[config.mk]
export PLATFORM = sky130hd
export DESIGN_NAME = skid_buffer_flat
export DESIGN_NICKNAME = d
export VERILOG_FILES = /design/src/rtl/skid_buffer_pkg.sv /design/src/rtl/skid_buffer_if.sv /design/src/rtl/skid_buffer_sync_reg.sv /design/src/rtl/skid_buffer.sv /design/src/flat_wrapper.sv
export SDC_FILE = /design/constraint.sdc
export NUM_CORES = 1
export LEC_CHECK = 0
export ABC_AREA = 1
export BUFFER_PORTS_ARGS = -buffer_cell sky130_fd_sc_hd__buf_2
export CORE_ASPECT_RATIO = 1.2
export CORE_MARGIN = 2
export CORE_UTILIZATION = 40
export CTS_BUF_LIST = sky130_fd_sc_hd__clkbuf_2 sky130_fd_sc_hd__clkbuf_4 sky130_fd_sc_hd__clkbuf_8
export DETAILED_ROUTE_END_ITERATION = 10
export GPL_TIMING_DRIVEN = 0
export PLACE_DENSITY_LB_ADDON = 0.25
export SLEW_MARGIN = 40
export SYNTH_ARGS = -nofsm -noshare
export SYNTH_HDL_FRONTEND = slang
export SYNTH_SLANG_ARGS = --single-unit
[constraint.sdc]
create_clock -name clk -period 2.4 [get_ports clk]
set_clock_uncertainty 0.05 [all_clocks]
set_input_delay 0.24 -clock clk [delete_from_list [all_inputs] [get_ports clk]]
set_output_delay 0.24 -clock clk [all_outputs]
set_load 0.1 [all_outputs]
[src/rtl/skid_buffer_pkg.sv]
// Shared elastic-pipeline definitions: state encoding for two-entry skid buffers
// and the mapping from state to held-word count.
package skid_buffer_pkg;

    localparam int STATE_W = 2;

    typedef enum logic [STATE_W-1:0] {
        EMPTY = 2'd0,
        BUSY  = 2'd1,
        FULL  = 2'd2
    } state_t;

    function automatic logic [1:0] occupancy_of(state_t s);
        case (s)
            EMPTY:   occupancy_of = 2'd0;
            BUSY:    occupancy_of = 2'd1;
            FULL:    occupancy_of = 2'd2;
            default: occupancy_of = 2'd0;
        endcase
    endfunction

endpackage

[src/rtl/skid_buffer_if.sv]
// Upstream/downstream valid-ready handshake bundle for the skid buffer.
interface skid_buffer_if #(
    parameter int N = 32
);
    logic         flush;
    logic         in_valid;
    logic         in_ready;
    logic [N-1:0] in_data;
    logic         out_valid;
    logic         out_ready;
    logic [N-1:0] out_data;
    logic [1:0]   occupancy;

    modport slave (
        input  flush, in_valid, in_data, out_ready,
        output in_ready, out_valid, out_data, occupancy
    );

    modport master (
        output flush, in_valid, in_data, out_ready,
        input  in_ready, out_valid, out_data, occupancy
    );
endinterface

[src/rtl/skid_buffer_sync_reg.sv]
// N-bit register with synchronous active-high clear and load enable.
module sync_reg #(
    parameter int N = 32
) (
    input  logic         clk,
    input  logic         reset,
    input  logic         load,
    input  logic [N-1:0] d,
    output logic [N-1:0] q
);
    always_ff @(posedge clk) begin
        if (reset)
            q <= '0;
        else if (load)
            q <= d;
    end
endmodule

[src/rtl/skid_buffer.sv]
// Two-entry skid buffer: in_ready depends only on registered state, so out_ready
// never reaches the upstream ready path combinationally.
//
//   state | meaning
//   EMPTY | no word held
//   BUSY  | main register holds the head word
//   FULL  | main holds head, skid holds the second word; upstream stalled
module skid_buffer
    import skid_buffer_pkg::*;
#(
    parameter int N = 32
) (
    input  logic        clk,
    input  logic        reset,
    skid_buffer_if.slave bus
);
    state_t       state_q;
    state_t       state_d;
    logic         in_rdy;
    logic         out_vld;
    logic         accept;
    logic         take;
    logic         main_load;
    logic         skid_load;
    logic [N-1:0] main_d;
    logic [N-1:0] main_q;
    logic [N-1:0] skid_q;

    always_ff @(posedge clk) begin
        if (reset)
            state_q <= EMPTY;
        else
            state_q <= state_d;
    end

    assign accept = bus.in_valid && in_rdy;
    assign take   = out_vld && bus.out_ready;

    // Flush wins over any handshake; data registers may keep stale contents.
    always_comb begin
        state_d   = state_q;
        main_load = 1'b0;
        skid_load = 1'b0;
        main_d    = bus.in_data;
        if (bus.flush) begin
            state_d = EMPTY;
        end else begin
            case (state_q)
                EMPTY: begin
                    if (accept) begin
                        state_d   = BUSY;
                        main_load = 1'b1;
                    end
                end
                BUSY: begin
                    if (accept && take) begin
                        main_load = 1'b1;
                    end else if (accept) begin
                        state_d   = FULL;
                        skid_load = 1'b1;
                    end else if (take) begin
                        state_d = EMPTY;
                    end
                end
                FULL: begin
                    if (take) begin
                        state_d   = BUSY;
                        main_load = 1'b1;
                        main_d    = skid_q;
                    end
                end
                default: state_d = EMPTY;
            endcase
        end
    end

    always_comb begin
        in_rdy  = (state_q != FULL);
        out_vld = (state_q != EMPTY);
    end

    assign bus.in_ready  = in_rdy;
    assign bus.out_valid = out_vld;
    assign bus.occupancy = occupancy_of(state_q);
    assign bus.out_data  = main_q;

    sync_reg #(.N(N)) u_main (
        .clk   (clk),
        .reset (reset),
        .load  (main_load),
        .d     (main_d),
        .q     (main_q)
    );

    sync_reg #(.N(N)) u_skid (
        .clk   (clk),
        .reset (reset),
        .load  (skid_load),
        .d     (bus.in_data),
        .q     (skid_q)
    );
endmodule

[src/flat_wrapper.sv]
// flat-port wrapper written by rule: the top's interface ports become plain ports
module skid_buffer_flat import skid_buffer_pkg::*;
#(
    parameter int N = 32
)
  (clk, reset, bus_flush, bus_in_valid, bus_in_data, bus_out_ready, bus_in_ready, bus_out_valid, bus_out_data, bus_occupancy);
  skid_buffer_if #(.N(N)) bus_i ();
  input  logic clk;
  input  logic reset;
  input wire logic [$bits(bus_i.flush)-1:0] bus_flush;
  input wire logic [$bits(bus_i.in_valid)-1:0] bus_in_valid;
  input wire logic [$bits(bus_i.in_data)-1:0] bus_in_data;
  input wire logic [$bits(bus_i.out_ready)-1:0] bus_out_ready;
  output wire logic [$bits(bus_i.in_ready)-1:0] bus_in_ready;
  output wire logic [$bits(bus_i.out_valid)-1:0] bus_out_valid;
  output wire logic [$bits(bus_i.out_data)-1:0] bus_out_data;
  output wire logic [$bits(bus_i.occupancy)-1:0] bus_occupancy;
  assign bus_i.flush = bus_flush;
  assign bus_i.in_valid = bus_in_valid;
  assign bus_i.in_data = bus_in_data;
  assign bus_i.out_ready = bus_out_ready;
  assign bus_in_ready = bus_i.in_ready;
  assign bus_out_valid = bus_i.out_valid;
  assign bus_out_data = bus_i.out_data;
  assign bus_occupancy = bus_i.occupancy;
  skid_buffer #(.N(N)) u_core (.clk(clk), .reset(reset), .bus(bus_i));
endmodule
## Word level (Yosys, flattened, before mapping)

Index checks and enable logic that the tools add are counted.

| word-level totals | value |
|---|---|
| input bits | 37 |
| output and inout port bits | 36 |
| word-level logic and storage cells | 35 |
| register bits after elaboration | 66 |

| operators by class | value |
|---|---|
| equality and inequality tests | 7 |
| multiplexer cells | 18 |
| reduce and logical (&&, ||, !) cells | 7 |

Operator list:

| kind | count |
|---|---|
| 2-to-1 mux 32 bit | 3 |
| 2-to-1 mux 2 bit | 5 |
| 2-to-1 mux 1 bit | 7 |
| one-hot mux 2 bit (3 select lines) | 1 |
| != test 2 x 1 -> 1 bit, second input constant | 2 |
| != test 2 bit, second input constant | 2 |
| one-hot mux 2 bit (2 select lines) | 1 |
| AND reduction 4 bit | 1 |
| logical AND 1 bit | 3 |
| != test 3 x 1 -> 1 bit, second input constant | 1 |
| one-hot mux 1 bit (3 select lines) | 1 |
| equality test 2 x 1 -> 1 bit, second input constant | 1 |
| equality test 2 bit, second input constant | 1 |
| zero test 2 bit | 1 |
| nonzero test 2 bit | 1 |
| OR reduction 2 bit | 1 |

## Longest topological paths before layout

Gate-level depths: netlist of run 1.

| depth | value |
|---|---|
| depth in word-level cells | 6 |
| gate-level depth with buffers | 9 |
| mapped depth without buffers | 8 |

## Cells and area by module

From an unflattened synthesis of run 1, not the netlist that was laid out.

| unflattened totals | value |
|---|---|
| cell total of the unflattened synthesis | 537 |
| area, all modules | 3435.8 µm² |

Modules (own cells, without submodules):

| module | area each (µm²) | cells each | times used | seq. area each (µm²) |
|---|---|---|---|---|
| sync_reg | 1338.8 | 203 | 2 | 640.6 |
| skid_buffer | 758.2 | 131 | 1 | 40.0 |

## Worst setup path after synthesis of run 1

No wires, ideal clock.

| timing | value |
|---|---|
| kind | flip-flop to flip-flop |
| start point | register u_core.state_q[0] |
| end point | register u_core.u_skid.q[24] |
| stages on the path, launching flop included | 7 |
| period minus slack after synthesis | 2121 ps |
| path buffers | 1 |
| required time | 2222 ps |
| slack | 279 ps |
| setup time | 128 ps |
| arrival time | 1943 ps |
| path through | dfxtp_1 -> inv_2 -> nor2_2 -> nand3_2 -> buf_2 -> o21ai_0 -> a21oi_1 |

| on the way | value |
|---|---|
| longest elaborated chain between the ends | 6 |
| elaborated cells between the ends (all ways) | 10 |
| classes of those cells | eq/ne: 2; mux: 4; reduce/logical: 4 |

RTL lines:

| what | line | text |
|---|---|---|
| start, declared | skid_buffer.sv:17 | `state_t state_q;` |
| start signal, assigned | skid_buffer.sv:33 | `state_q <= state_d;` |
| != test 2 bit or nonzero test 2 bit (tied branches) | skid_buffer.sv:78, skid_buffer.sv:79 |  |
| logical AND 1 bit (on tied branches) | skid_buffer.sv:36, skid_buffer.sv:37 |  |
| 2-to-1 mux 1 bit or logical AND 1 bit (tied branches) | skid_buffer.sv:58, skid_buffer.sv:56 |  |
| 2-to-1 mux 1 bit | skid_buffer.sv:56 | `if (accept && take) begin` |
| 2-to-1 mux 1 bit (*) | skid_buffer.sv:48 | `case (state_q)` |
| 2-to-1 mux 1 bit (*) | skid_buffer.sv:45 | `if (bus.flush) begin` |
| end signal, assigned | skid_buffer_sync_reg.sv:13 | `q <= '0;` |
| end signal, assigned | skid_buffer_sync_reg.sv:15 | `q <= d;` |
| end, declared | skid_buffer_sync_reg.sv:9 | `output logic [N-1:0] q` |

Every way passes the cells marked *; elsewhere a longest branch is shown, timed or not.
A chain may end at the register's enable or synchronous reset.

## Worst setup path in the final report of run 1

| timing | value |
|---|---|
| start point | register u_core.state_q[1] |
| end point | output port bus_occupancy[1] |

| on the way | value |
|---|---|
| longest elaborated chain between the ends | 2 |
| elaborated cells between the ends (all ways) | 3 |
| classes of those cells | eq/ne: 2; mux: 1 |

RTL lines:

| what | line | text |
|---|---|---|
| equality test 2 bit or equality test 2 x 1 -> 1 bit (tied branches) | skid_buffer_pkg.sv:14 | `case (s)` |
| one-hot mux 2 bit (2 select lines) (*) | skid_buffer_pkg.sv:14 |  |
| end, declared | flat_wrapper.sv:17 | `output wire logic [$bits(bus_i.occupancy)-1:0] bus_occupancy;` |

Marked as above.

==> results of run 1 <==
-- power by group --
part / total, W / internal [W] / switching, W
registers: 0.00116 / 0.00114 / 0.0000215
clock network: 0.00107 / 0.000659 / 0.000408
logic: 0.000588 / 0.000128 / 0.000460
-- critical path, stage by stage (launching register included) --
cell and delay, ns:
dfxtp_1 0.48, nand2_4 0.11, inv_2 0.17, buf_6 0.17
buf_2 0.43
-- routing by layer --
layer  global-route usage  up-vias  share of wire
met2                0.303       63           0.48
met1                0.217     1319           0.45
met4               0.0769        0          0.015
met5                    0        -              0
li1                     -     1599              -
met3               0.0407        8          0.049
-- state kept, by name, indices dropped and copies added, names as in the netlist --
register,cells
u_core.state_q,2
u_core.u_main.q,32
u_core.u_skid.q,32
-- layout by cell type, fill, tap and decap left out --
| cell type | Yosys | final |
|---|---|---|
| nand2_2 | 2 | 2 |
| buf_6 | 15 | 15 |
| a21oi_1 | 33 | 33 |
| nand4_1 | 1 | 1 |
| bufinv_16 | 0 | 2 |
| nor2_2 | 5 | 5 |
| inv_2 | 4 | 4 |
| dfxtp_1 | 66 | 66 |
| inv_1 | 67 | 67 |
| clkbuf_1 | 6 | 6 |
| nand3_1 | 33 | 33 |
| a211oi_1 | 1 | 1 |
| nand3_2 | 1 | 1 |
| o21ai_0 | 28 | 28 |
| clkbuf_8 | 0 | 12 |
| nand3_4 | 1 | 1 |
| o21ai_1 | 4 | 4 |
| o21ai_2 | 1 | 1 |
| nand2_4 | 2 | 2 |
| buf_2 | 7 | 79 |
| nor2_4 | 1 | 1 |
| nand2_1 | 133 | 133 |
| nor2_1 | 61 | 61 |
-- path summary, 6_finish.rpt --
check                                            to  slack, ns  cells after the start
worst max-delay path               bus_occupancy[1]       0.40                      4
worst min-delay path              u_core.state_q[1]       0.06                      2
worst max register to register  u_core.u_skid.q[27]       0.93                      4
worst min register to register  u_core.u_skid.q[12]       0.39                      2
-- per-stage QoR --
stage	std cells	setup slack (ns)
after floorplan	472	0.279
after global routing	650	0.341
after CTS	650	0.389
after detailed placement	636	0.762
after global placement	636	0.756
final	650	0.405
-- kinds of logic (layout without fill, tap and decap cells) --
logic type / Yosys count / after routing / share of synthesized area
simple gates: 240 / 240 / 0.318
buf+inv: 99 / 185 / 0.156
compound gates: 67 / 67 / 0.108
flops: 66 / 66 / 0.418
-- area by class of cell --
cell class | instances | area [um^2]
plain buffers | 28 | 226
fillers | 776 | 3800
well taps | 92 | 115
clock buffers | 12 | 165
repair buffers | 72 | 360
inverters | 71 | 267
clock inverters | 2 | 60.1
flip-flops and latches | 66 | 1320
multi-input cells | 307 | 1350
==> impl_metrics.ini, run 1 <==
[floorplanning]
core_area_um2 = 7660
io_pins = 73
die_area_um2 = 8630
die_x_um = 85.1
initial_utilization = 0.412
row_count = 35
die_y_um = 101

[sta]
post-route-period-util = 0.831
final-hold-violation-count = 0
rsz0062_at_grt = no
setup_viol_count_final = 0
drv_slew = 0
fin_tns_setup_ns = 0
min_period_ns = 2.00
fmax_mhz = 501
timing.slew.headroom = 0.615
whs_ns = 0.0595
worst_pin_slew_ns = 0.577

[place]
place_area_um2 = 3640
port_buffers = 72
gp_congestion = 0.833
place_hpwl_mm = 5.24

[global_route]
grt_pass1_vias = 2735
grt_overflow = 0
antenna_found_initial = 0
grt.total_usage = 0.179
grt_pass1_wl_mm = 12.3
grt_max_degree = 11

[final_layout]
area_delta_synth_final_pct = 22.2
drive_above_1_share = 0.224
antennaDiodeCount = 0
fin_nets = 592
postLayoutCoreUtil = 0.504
fin_area_um2 = 3860

[worst_hold_path]
worstHoldStart = bus_out_ready
hold_path_class = primary input to flop

[synth]
netlist_area_um2 = 3160
syn_inst = 472
yosysMostFrequentCell = nand2_1
synth_top_area_frac = 0.418
ys_ff_latch = 66
synth_ff_type = dfxtp_1
avgSynthCellArea_um2 = 6.70
yosys.area.top_type = dfxtp_1
ys_seq_area_frac = 0.418
synth-edff-count = 0
synth_warnings = 0
async_flop_share = 0
syn_nets = 509
synth.area.top_cells = dfxtp_1 42%, nand2_1 16%, inv_1 8.0%
ys_top_cells_by_count = 133 x nand2_1, 67 x inv_1, 66 x dfxtp_1
synth.distinct_cells = 21

[worst_setup_path]
setup.worst_path.start_class = flop
critPathKind = flop to output port
path_max_fanout = 10
r2r_start = u_core.state_q[1]
critPathLaunch = u_core.state_q[1]
crit_required_ns = 2.11
arrival_ns = 1.71
endpoint_kind = output port

[cts]
cts_resized = 0
worstSkewPairLatency_ns = 0.34
hold_buffers = 0
postCtsSetupRepairBufs = 0
ctsLongestPathBuffers = 2
cts_tree = built
clk_pin_slew_ns = 0.06
cts-root-buf = clkbuf_8
cts_sinks = 66
cts_buffers = 9
cts_htree_levels = 3

[power]
leakagePower_nw = 1.98
power_density_nw_per_um2 = 730
peakVddDrop_uv = 357
power_w = 0.00282

[detailed_routing]
routed_wl_mm = 7.29
drc = 0
avgViaCountPerCell = 4.60
detail_route.wl_per_cell_um = 11.2
vias = 2989
drtAntennaViolNets = 0
drtIter0Drc = 201
drt_first_pass_iters = 4

[job]
cap_violations = 0

[status]
outcome = completed
Power figures use the tool's default switching activity.
==> run 2: changes to the inputs <==
==> constraint.sdc (replaced) <==
create_clock -name clk -period 1.6 [get_ports clk]
set_clock_uncertainty 0.05 [all_clocks]
set_input_delay 0.16 -clock clk [delete_from_list [all_inputs] [get_ports clk]]
set_output_delay 0.16 -clock clk [all_outputs]
set_load 0.1 [all_outputs]
==> run 2 against run 1 <==
  * Sequential share of layout area shrank 0.36 points
  * Critical path depth shrank 1
  * Sequential power grew 50%
  * Largest cell class unchanged
==> impl_metrics.ini, run 2 (synthesis gave the netlist of run 1 again) <==
[global_route]
grt_overflow = 0
grt.total_usage = 0.185
grt_pass1_wl_mm = 12.6
antenna_found_initial = 0
grt_max_degree = 13
grt_pass1_vias = 2717

[worst_setup_path]
setup.worst_path.start_class = flop
arrival_ns = 1.30
slowest_stage = buf_2
worst-r2r-setup-slack_ns = 0.23
endpoint_kind = output port
critPathKind = flop to output port
slowest_delay_ns = 0.44
crit_required_ns = 1.39
r2r_start = u_core.state_q[0]
critPathLaunch = u_core.state_q[0]
path_max_fanout = 5
path_cells = inv_4, nand2_4, buf_2

[floorplanning]
die_area_um2 = 8630
die_x_um = 85.1
die_y_um = 101
initial_utilization = 0.412
row_count = 35
io_pins = 73
core_area_um2 = 7660

[detailed_routing]
drt_first_pass_iters = 4
routed_wl_mm = 7.50
detail_route.wl_per_cell_um = 11.5
drtAntennaViolNets = 0
vias = 3009
drtIter0Drc = 117
drc = 0
avgViaCountPerCell = 4.61

[cts]
cts-root-buf = clkbuf_8
worstSkewPairLatency_ns = 0.34
clk_pin_slew_ns = 0.08
ctsLongestPathBuffers = 2
cts_htree_levels = 3
cts_tree = built
cts_sinks = 66
cts_buffers = 9

[sta]
fmax_mhz = 662
drv_slew = 0
rsz0062_at_grt = no
setup_viol_count_final = 0
fin_tns_setup_ns = 0
min_period_ns = 1.51
post-route-period-util = 0.945
whs_ns = 0.0427
worst_pin_slew_ns = 0.578
final-hold-violation-count = 0
timing.slew.headroom = 0.615

[worst_hold_path]
worstHoldStart = bus_in_data[3]
hold_path_class = primary input to flop

[status]
outcome = completed

[power]
peakVddDrop_uv = 555
power_w = 0.00408
power_density_nw_per_um2 = 1040
leakagePower_nw = 1.98

[place]
place_hpwl_mm = 5.32
numPlacedInstances = 636
port_buffers = 72
place_area_um2 = 3680
gp_congestion = 0.746

[final_layout]
fin_area_um2 = 3920
seq_area_um2 = 1330
fill_cells = 776
final_common_cell = nand2_1
top_regs = u_core.u_main.q: 32 flops, u_core.u_skid.q: 32 flops, u_core.state_q: 2 flops
instances_no_fill = 653
area_delta_synth_final_pct = 24.0
mostFrequentLayoutCells = 133 x nand2_1, 74 x buf_2, 67 x inv_1, 64 x dfxtp_1, 61 x nor2_1
multiInputGateArea_um2 = 1360
antennaDiodeCount = 0
fin_nets = 593
drive_above_1_share = 0.232

[job]
cap_violations = 0
==> run 2: cell types whose count changed in the layout (fill, tap and decap cells not counted), moves of 2 or more <==
| cell | before | now |
|---|---|---|
| buf_6 | 15 | 18 |
| clkbuf_8 | 12 | 10 |
| dfxtp_1 | 66 | 64 |
| o21ai_0 | 28 | 5 |
| o21ai_1 | 4 | 27 |
| inv_2 | 4 | 2 |
| buf_2 | 79 | 74 |
| clkinvlp_4 | 0 | 3 |
==> run 2: timing repair <==
action                     4_1_cts  5_1_grt
hold endpoints to repair         1        0
setup buffers                    0        0
setup endpoints to repair        2        4
resized for setup                5        6
hold buffers                     1        0
==> run 2: area by class of cell <==
cell class,instances,area share
Timing Repair Buffer,73,0.0990
Clock inverter,6,0.0169
Tap cell,92,0.0294
Clock buffer,10,0.0351
Multi-Input combinational cell,307,0.348
Buffer,28,0.0629
Sequential cell,66,0.339
Inverter,71,0.0699
==> run 2: final timing paths <==
path	depth (start not counted)	endpoint
max	3	bus_in_ready
min	3	u_core.u_skid.q[3]
max reg2reg	5	u_core.u_skid.q[26]
min reg2reg	2	u_core.u_skid.q[6]
==> run 2: layer usage <==
metal	share of wire	up-vias	global-route usage
li1	-	1607	-
met1	0.46	1329	0.230
met2	0.48	62	0.305
met3	0.047	11	0.0538
met4	0.016	0	0.0635
met5	0	-	0
==> run 2: through the flow <==
stage | util | worst slack, ns
after detailed placement | 0.480 | -0.00724
after global routing | 0.511 | 0.00728
final | 0.511 | 0.0886
after floorplan | - | -0.0762
after global placement | 0.480 | 0.0187
after CTS | 0.509 | 0.00161
==> run 2: power by group <==
part           switching, W  internal [W]  total, W
registers         0.0000326       0.00171   0.00174
logic              0.000699      0.000199  0.000898
clock network      0.000674      0.000761   0.00143
total               0.00141       0.00267   0.00408
==> run 2: critical path: cells and delay by family (launching register included) <==
| family | cells | cell delay [ns] |
|---|---|---|
| buffers and inverters | 2 | 0.50 |
| flip-flops | 1 | 0.36 |
| AND/OR/NAND/NOR | 1 | 0.10 |
